==> src/rtl/rtds_pkg.sv <==
// Shared encodings for the RTDS Aurora receive path: receive/trigger FSM states
// and the "any length" value for the expected-length configuration.
package rtds_pkg;

    typedef enum logic [1:0] {
        IDLE,
        RECV,
        DROP
    } rx_state_t;

    typedef enum logic {
        T_IDLE,
        T_WAIT
    } tx_state_t;

    localparam logic [15:0] LEN_ANY = '0;

endpackage

==> src/rtl/rtds_frame_ram.sv <==
// Two-bank frame store: simple dual-port RAM, 2*MAX_WORDS words addressed as
// {bank, index}, synchronous read. Contents are never reset.
module rtds_frame_ram #(
    parameter int unsigned MAX_WORDS = 64
) (
    input  logic                        clk,
    input  logic                        we,
    input  logic [$clog2(MAX_WORDS):0]  wr_addr,
    input  logic [31:0]                 wr_data,
    input  logic [$clog2(MAX_WORDS):0]  rd_addr,
    output logic [31:0]                 rd_data
);

    logic [31:0] mem [2*MAX_WORDS];

    always_ff @(posedge clk) begin
        if (we) begin
            mem[wr_addr] <= wr_data;
        end
        rd_data <= mem[rd_addr];
    end

endmodule

==> src/rtl/rtds_rx_frame.sv <==
// RTDS Aurora RX frame receiver: double-buffered frame capture, length checking
// and delayed TX trigger. Define RTDS_RX_FRAME_TIMESTAMP_EN to add frame_ts.
module rtds_rx_frame
    import rtds_pkg::*;
#(
    parameter int unsigned MAX_WORDS = 64,
    parameter int unsigned DELAY_W   = 16
) (
    input  logic                          user_clk,
    input  logic                          sys_reset,
    input  logic                          s_axis_tvalid,
    input  logic [31:0]                   s_axis_tdata,
    input  logic                          s_axis_tlast,
    input  logic [15:0]                   cfg_expected_len,
    input  logic [DELAY_W-1:0]            cfg_tx_delay,
    input  logic [$clog2(MAX_WORDS)-1:0]  rd_addr,
    output logic [31:0]                   rd_data,
    output logic                          frame_done,
    output logic [15:0]                   frame_len,
    output logic [31:0]                   cnt_frames,
    output logic [15:0]                   cnt_dropped,
    output logic                          err_overflow,
    output logic                          err_len,
    output logic                          tx_trigger
`ifdef RTDS_RX_FRAME_TIMESTAMP_EN
    ,
    output logic [31:0]                   frame_ts
`endif
);

    localparam int unsigned AW   = $clog2(MAX_WORDS);
    localparam logic [AW:0] FULL = (AW+1)'(MAX_WORDS);

    rx_state_t   rx_state, rx_next;
    logic [AW:0] wr_cnt, cnt_next;
    logic        wr_bank;
    logic        we, tlast_beat, ovf, len_ok, accept, reject;
    logic [15:0] cur_len;

    // wr_cnt is held at 0 in IDLE, so word index and length share one path
    assign cur_len = 16'(wr_cnt) + 16'd1;
    assign len_ok  = (cfg_expected_len == LEN_ANY) || (cfg_expected_len == cur_len);
    assign accept  = tlast_beat && len_ok;
    assign reject  = tlast_beat && !len_ok;

    always_comb begin
        rx_next    = rx_state;
        cnt_next   = wr_cnt;
        we         = 1'b0;
        tlast_beat = 1'b0;
        ovf        = 1'b0;
        unique case (rx_state)
            IDLE, RECV: begin
                if (s_axis_tvalid) begin
                    if (wr_cnt == FULL) begin
                        ovf      = 1'b1;
                        cnt_next = '0;
                        rx_next  = s_axis_tlast ? IDLE : DROP;
                    end else begin
                        we = 1'b1;
                        if (s_axis_tlast) begin
                            tlast_beat = 1'b1;
                            cnt_next   = '0;
                            rx_next    = IDLE;
                        end else begin
                            cnt_next = wr_cnt + (AW+1)'(1);
                            rx_next  = RECV;
                        end
                    end
                end
            end
            DROP: begin
                if (s_axis_tvalid && s_axis_tlast) begin
                    rx_next = IDLE;
                end
            end
            default: begin
                rx_next  = IDLE;
                cnt_next = '0;
            end
        endcase
    end

    always_ff @(posedge user_clk or posedge sys_reset) begin
        if (sys_reset) begin
            rx_state     <= IDLE;
            wr_cnt       <= '0;
            wr_bank      <= 1'b0;
            frame_done   <= 1'b0;
            frame_len    <= '0;
            cnt_frames   <= '0;
            cnt_dropped  <= '0;
            err_overflow <= 1'b0;
            err_len      <= 1'b0;
        end else begin
            rx_state   <= rx_next;
            wr_cnt     <= cnt_next;
            frame_done <= accept;
            if (accept) begin
                wr_bank    <= ~wr_bank;
                frame_len  <= cur_len;
                cnt_frames <= cnt_frames + 32'd1;
            end
            if (reject) begin
                err_len <= 1'b1;
            end
            if (ovf) begin
                err_overflow <= 1'b1;
            end
            if ((reject || ovf) && (cnt_dropped != '1)) begin
                cnt_dropped <= cnt_dropped + 16'd1;
            end
        end
    end

    // Published bank is always the one not being written
    rtds_frame_ram #(
        .MAX_WORDS(MAX_WORDS)
    ) u_ram (
        .clk    (user_clk),
        .we     (we),
        .wr_addr({wr_bank, wr_cnt[AW-1:0]}),
        .wr_data(s_axis_tdata),
        .rd_addr({~wr_bank, rd_addr}),
        .rd_data(rd_data)
    );

    tx_state_t          tx_state, tx_next;
    logic [DELAY_W-1:0] dly, dly_next;

    // Counter holds cycles remaining minus one, so zero delay triggers with frame_done
    always_comb begin
        tx_next    = tx_state;
        dly_next   = dly;
        tx_trigger = 1'b0;
        if (frame_done) begin
            if (cfg_tx_delay == '0) begin
                tx_trigger = 1'b1;
                tx_next    = T_IDLE;
            end else begin
                dly_next = cfg_tx_delay - DELAY_W'(1);
                tx_next  = T_WAIT;
            end
        end else if (tx_state == T_WAIT) begin
            if (dly == '0) begin
                tx_trigger = 1'b1;
                tx_next    = T_IDLE;
            end else begin
                dly_next = dly - DELAY_W'(1);
            end
        end
    end

    always_ff @(posedge user_clk or posedge sys_reset) begin
        if (sys_reset) begin
            tx_state <= T_IDLE;
            dly      <= '0;
        end else begin
            tx_state <= tx_next;
            dly      <= dly_next;
        end
    end

`ifdef RTDS_RX_FRAME_TIMESTAMP_EN
    logic [31:0] ts_cnt;

    always_ff @(posedge user_clk or posedge sys_reset) begin
        if (sys_reset) begin
            ts_cnt   <= '0;
            frame_ts <= '0;
        end else begin
            ts_cnt <= ts_cnt + 32'd1;
            if (accept) begin
                frame_ts <= ts_cnt;
            end
        end
    end
`endif

endmodule

==> config.mk <==
export PLATFORM = sky130hd
export DESIGN_NAME = rtds_rx_frame
export DESIGN_NICKNAME = d
export VERILOG_FILES = /design/src/rtl/rtds_pkg.sv /design/src/rtl/rtds_frame_ram.sv /design/src/rtl/rtds_rx_frame.sv
export SDC_FILE = /design/constraint.sdc
export NUM_CORES = 2
export LEC_CHECK = 0
export CAP_MARGIN = 20
export CORE_MARGIN = 4
export CORE_UTILIZATION = 60
export DETAILED_ROUTE_END_ITERATION = 10
export PLACE_DENSITY = 0.73
export SYNTH_ARGS = -nofsm -noshare
export SYNTH_HDL_FRONTEND = slang
export SYNTH_HIERARCHICAL = 1
export SYNTH_SLANG_ARGS = --single-unit
==> constraint.sdc <==
create_clock -name user_clk -period 8.7 [get_ports user_clk]
set_input_delay 1.305 -clock user_clk [delete_from_list [all_inputs] [get_ports user_clk]]
set_output_delay 1.305 -clock user_clk [all_outputs]
set_load 0.1 [all_outputs]
==> results.md <==
* Post-cts hold buffer count at 0
* Final Hold Fails at 0
* Post-CTS setup buffer count at 0
* CTS Root Cell: clkbuf_16
* Status: finished, final reports clean
* Die Area at 277,000 sq um
* First-pass GRT wire length at 554 mm
* Synth async-reset ratio at 0.0204
* Worst reg2reg path depth at 8
* Synthesized cell area at around 160,000 sq um
* Primary FF master, synth: edfxtp_1
* Filler Cell Count at 15,582
* DR iter-0 viols at 11,275
* DR vias/cell at 6.87
* Fraction of layout cells with a size suffix above 1 at 0.324
* R2R Path End: u_ram/mem[30][7]$_DFFE_PP_
* Synth Area in Compound Gates at 0.00308
* Initial antenna violation count at 55
* Fmax at 0.191 GHz
* Synthesized flop and latch total at 4,214
* Post-Synth Adder-Cell Area at 0.000388
* Final setup viols at 0
* Final WS setup at 3.46 ns
* Setup crit end kind: output port
* H-tree depth at 5
* Hold crit path type: register to register
* Total negative slack at 0 ns
* Final GP Congestion at 0.841
* Max-Cap Viols at 0
* Worst slack, placed at about 3.2 ns
* WL per Instance at 35.5 microns
* Worst-margin pin slew at 1.15 ns
* Global Route Usage Sum at 0.281
* GR Overflow Total at 0
* Crit. Startpoint: dly[2]$_DFFE_PP0P_
* Dpl hpwl at 205 mm
* PwrDens at 234 nW/um^2
* Starting Density at 0.605
* Seq/Total Area, Yosys at 0.781
* Maximum vdd ir drop at 418 uV
* RSZ-0062 raised after global routing: no
* Total CTS buffers at 413
* Clock skew at roughly 0.068 ns
* WP data arrival at roughly 4 ns
* 1st-pass router iterations at 6
* Required time worst endpoint at 7.39 ns
* Worst slew margin at 0.232
* Netlist cell types at 58
* CTS sink cnt at 4,214
* Input/output buffers at 165
* Ys Warns at 6
* Number of global-route vias before repair at 75,340
* Detail Route Antenna Nets at 0
* CP Capture Point: tx_trigger
* Io pins at roughly 170
* Flop2flop setup slack at roughly 3.8 ns
* Syn avg cell area at approximately 25 sq um
* EDFF count, synth at 4,096
* Worst skew pair latency at 0.93 ns
* Nets at 7,021
* Clk slew on worst S/H paths at ~0.06 ns
* Die Ht at between 500 and 600 microns
* Clock buffer depth at 4
* Detailed-route via count at 74,483
* Synth Area in XOR/XNOR at 0.00357
* Critical path type: register to output port
* Chip width at 526 microns
* Area delta synth->final at 12.8%
* CP max FO at 5
* DRC violations left at 0
* Cell Rows at about 190
* Worst Setup Start Kind: register
* Largest family of logic cells by synthesized area: multiplexers
* Minimum clock period at between 5 and 6 ns
* Mapped Cells at about 6,500
* Worst R2R Start: wr_cnt[1]$_DFFE_PP0P_
* Final Slew Violations at 0
* Fin crit share at 0.602
* Multiplexer share of the synthesized area at 0.191
* WL final at between 300 and 400 mm
* Synth Area in Simple Gates at 0.0111
* Pin count of the biggest net entering global routing at 149
* HP Start: err_len$_DFFE_PP0P_
* TritonCTS clock tree: yes
* P_leak at 56.3 nW
* Cts repair resizes at 0
* Core area at roughly 270,000 sq um
-- cell type report --
class / count / area, sq um / share of cell area
Antenna cell: 24 / 60.1 / 0.000330
Clock buffer: 515 / 11000 / 0.0605
Clock inverter: 235 / 2340 / 0.0129
Inverter: 19 / 75.1 / 0.000413
Multi-Input combinational cell: 1928 / 34800 / 0.191
Sequential cell: 4214 / 126000 / 0.692
Tap cell: 3533 / 4420 / 0.0243
Timing Repair Buffer: 366 / 3330 / 0.0183
-- cells in the final DEF (no fill, tap or decap), drive strengths merged, types with 24 or more instances in the layout --
cell type	instances
clkbuf	515
nand2	54
clkdlybuf4s50	127
mux2	40
mux4	1344
o21ai	36
xor2	28
dfrtp	86
buf	239
a21oi	24
diode	24
dfxtp	32
bufinv	42
nor3	32
clkinv	173
nand3	42
nor2	160
inv	25
edfxtp	4096
xnor2	36
-- per-layer routing --
metal  vias to the layer above  global-route usage  routed length, microns
li1                      29031                   -                       -
met1                     40066               0.418                  143000
met2                      4769               0.431                  185000
met3                       607              0.0594                   44800
met4                        10              0.0819                   11200
met5                         -                   0                      71
-- how the worst min path moves through the flow --
stage                                           to  slack [ns]  cells after the start
after detailed placement  err_overflow$_DFFE_PP0P_        0.46                      1
after CTS                 err_overflow$_DFFE_PP0P_        0.48                      1
after floorplan                dly[15]$_DFFE_PP0P_        0.46                      2
after global routing      err_overflow$_DFFE_PP0P_        0.48                      1
after global placement    err_overflow$_DFFE_PP0P_        0.45                      1
final                          err_len$_DFFE_PP0P_        0.47                      1
-- state kept, by name, indices dropped and copies added (netlist names), 2 cells and up --
register and flops:
dly 16, rx_state 2, u_ram/mem 4096, frame_len 8, cnt_frames 32, u_ram/rd_data 32
wr_cnt 7, cnt_dropped 16
-- cells by family (layout without fill, tap and decap cells) --
group,after synthesis,count (layout)
other cells,1,32
buf+inv,363,1135
xor+xnor,64,64
simple gates,373,373
flops,4214,4214
mux,1395,1395
fa+ha+maj,5,5
compound gates,83,83
-- worst max-delay path: stages (launching register included) --
cell	delay, ns
dfrtp_1	0.41
nor3_1	0.49
nand4_1	0.21
or4_1	0.47
nor3b_1	0.20
or2_2	0.13
clkdlybuf4s50_1	1.12
-- synthesized netlist by cell type, types with 3 or more instances --
master,count,area share
and4_1,3,0.00016
buf_4,15,0.00070
nor3_1,31,0.00096
nor3b_1,4,0.00019
xor2_1,28,0.0015
nor2_1,160,0.0037
nand4_1,13,0.00050
mux2_2,40,0.0028
nor2b_1,10,0.00039
or3_1,4,0.00016
mux2i_1,11,0.00068
edfxtp_1,4096,0.76
nand3_1,39,0.0012
a211oi_1,3,0.00014
ha_1,5,0.00039
dfrtp_1,86,0.013
a31oi_1,3,0.00012
clkbuf_1,190,0.0044
inv_1,18,0.00042
dfxtp_1,32,0.0040
o31ai_1,4,0.00019
o21ai_0,35,0.0011
nor4_1,7,0.00027
buf_1,51,0.0012
nand2b_1,10,0.00039
or4_1,4,0.00019
a21oi_1,24,0.00075
xnor2_1,34,0.0018
buf_2,85,0.0026
and2_1,6,0.00023
mux4_2,1344,0.19
nand2_1,54,0.0013
and3_1,12,0.00047
nand3_4,3,0.00033
buf_6,3,0.00021
-- metrics by stage --
step	hold WS, ns	instances	utilization	power [mW]	area (sq um)
after detailed placement	0.455	10058	0.632	25.3	168000
after global placement	0.452	10058	0.632	25.2	168000
after CTS	0.475	10808	0.682	42.7	182000
final	0.473	10834	0.683	42.5	182000
after floorplan	0.464	6505	-	24.3	161000
after global routing	0.479	10826	0.683	43.8	182000
-- report_power, final --
group	internal, mW	switching, mW	total [mW]
Clock	10.2	7.41	17.6
Combinational	0.862	1.58	2.44
Sequential	22.4	0.0810	22.4
Total	33.4	9.07	42.5
(Power assumes the default switching activity.)
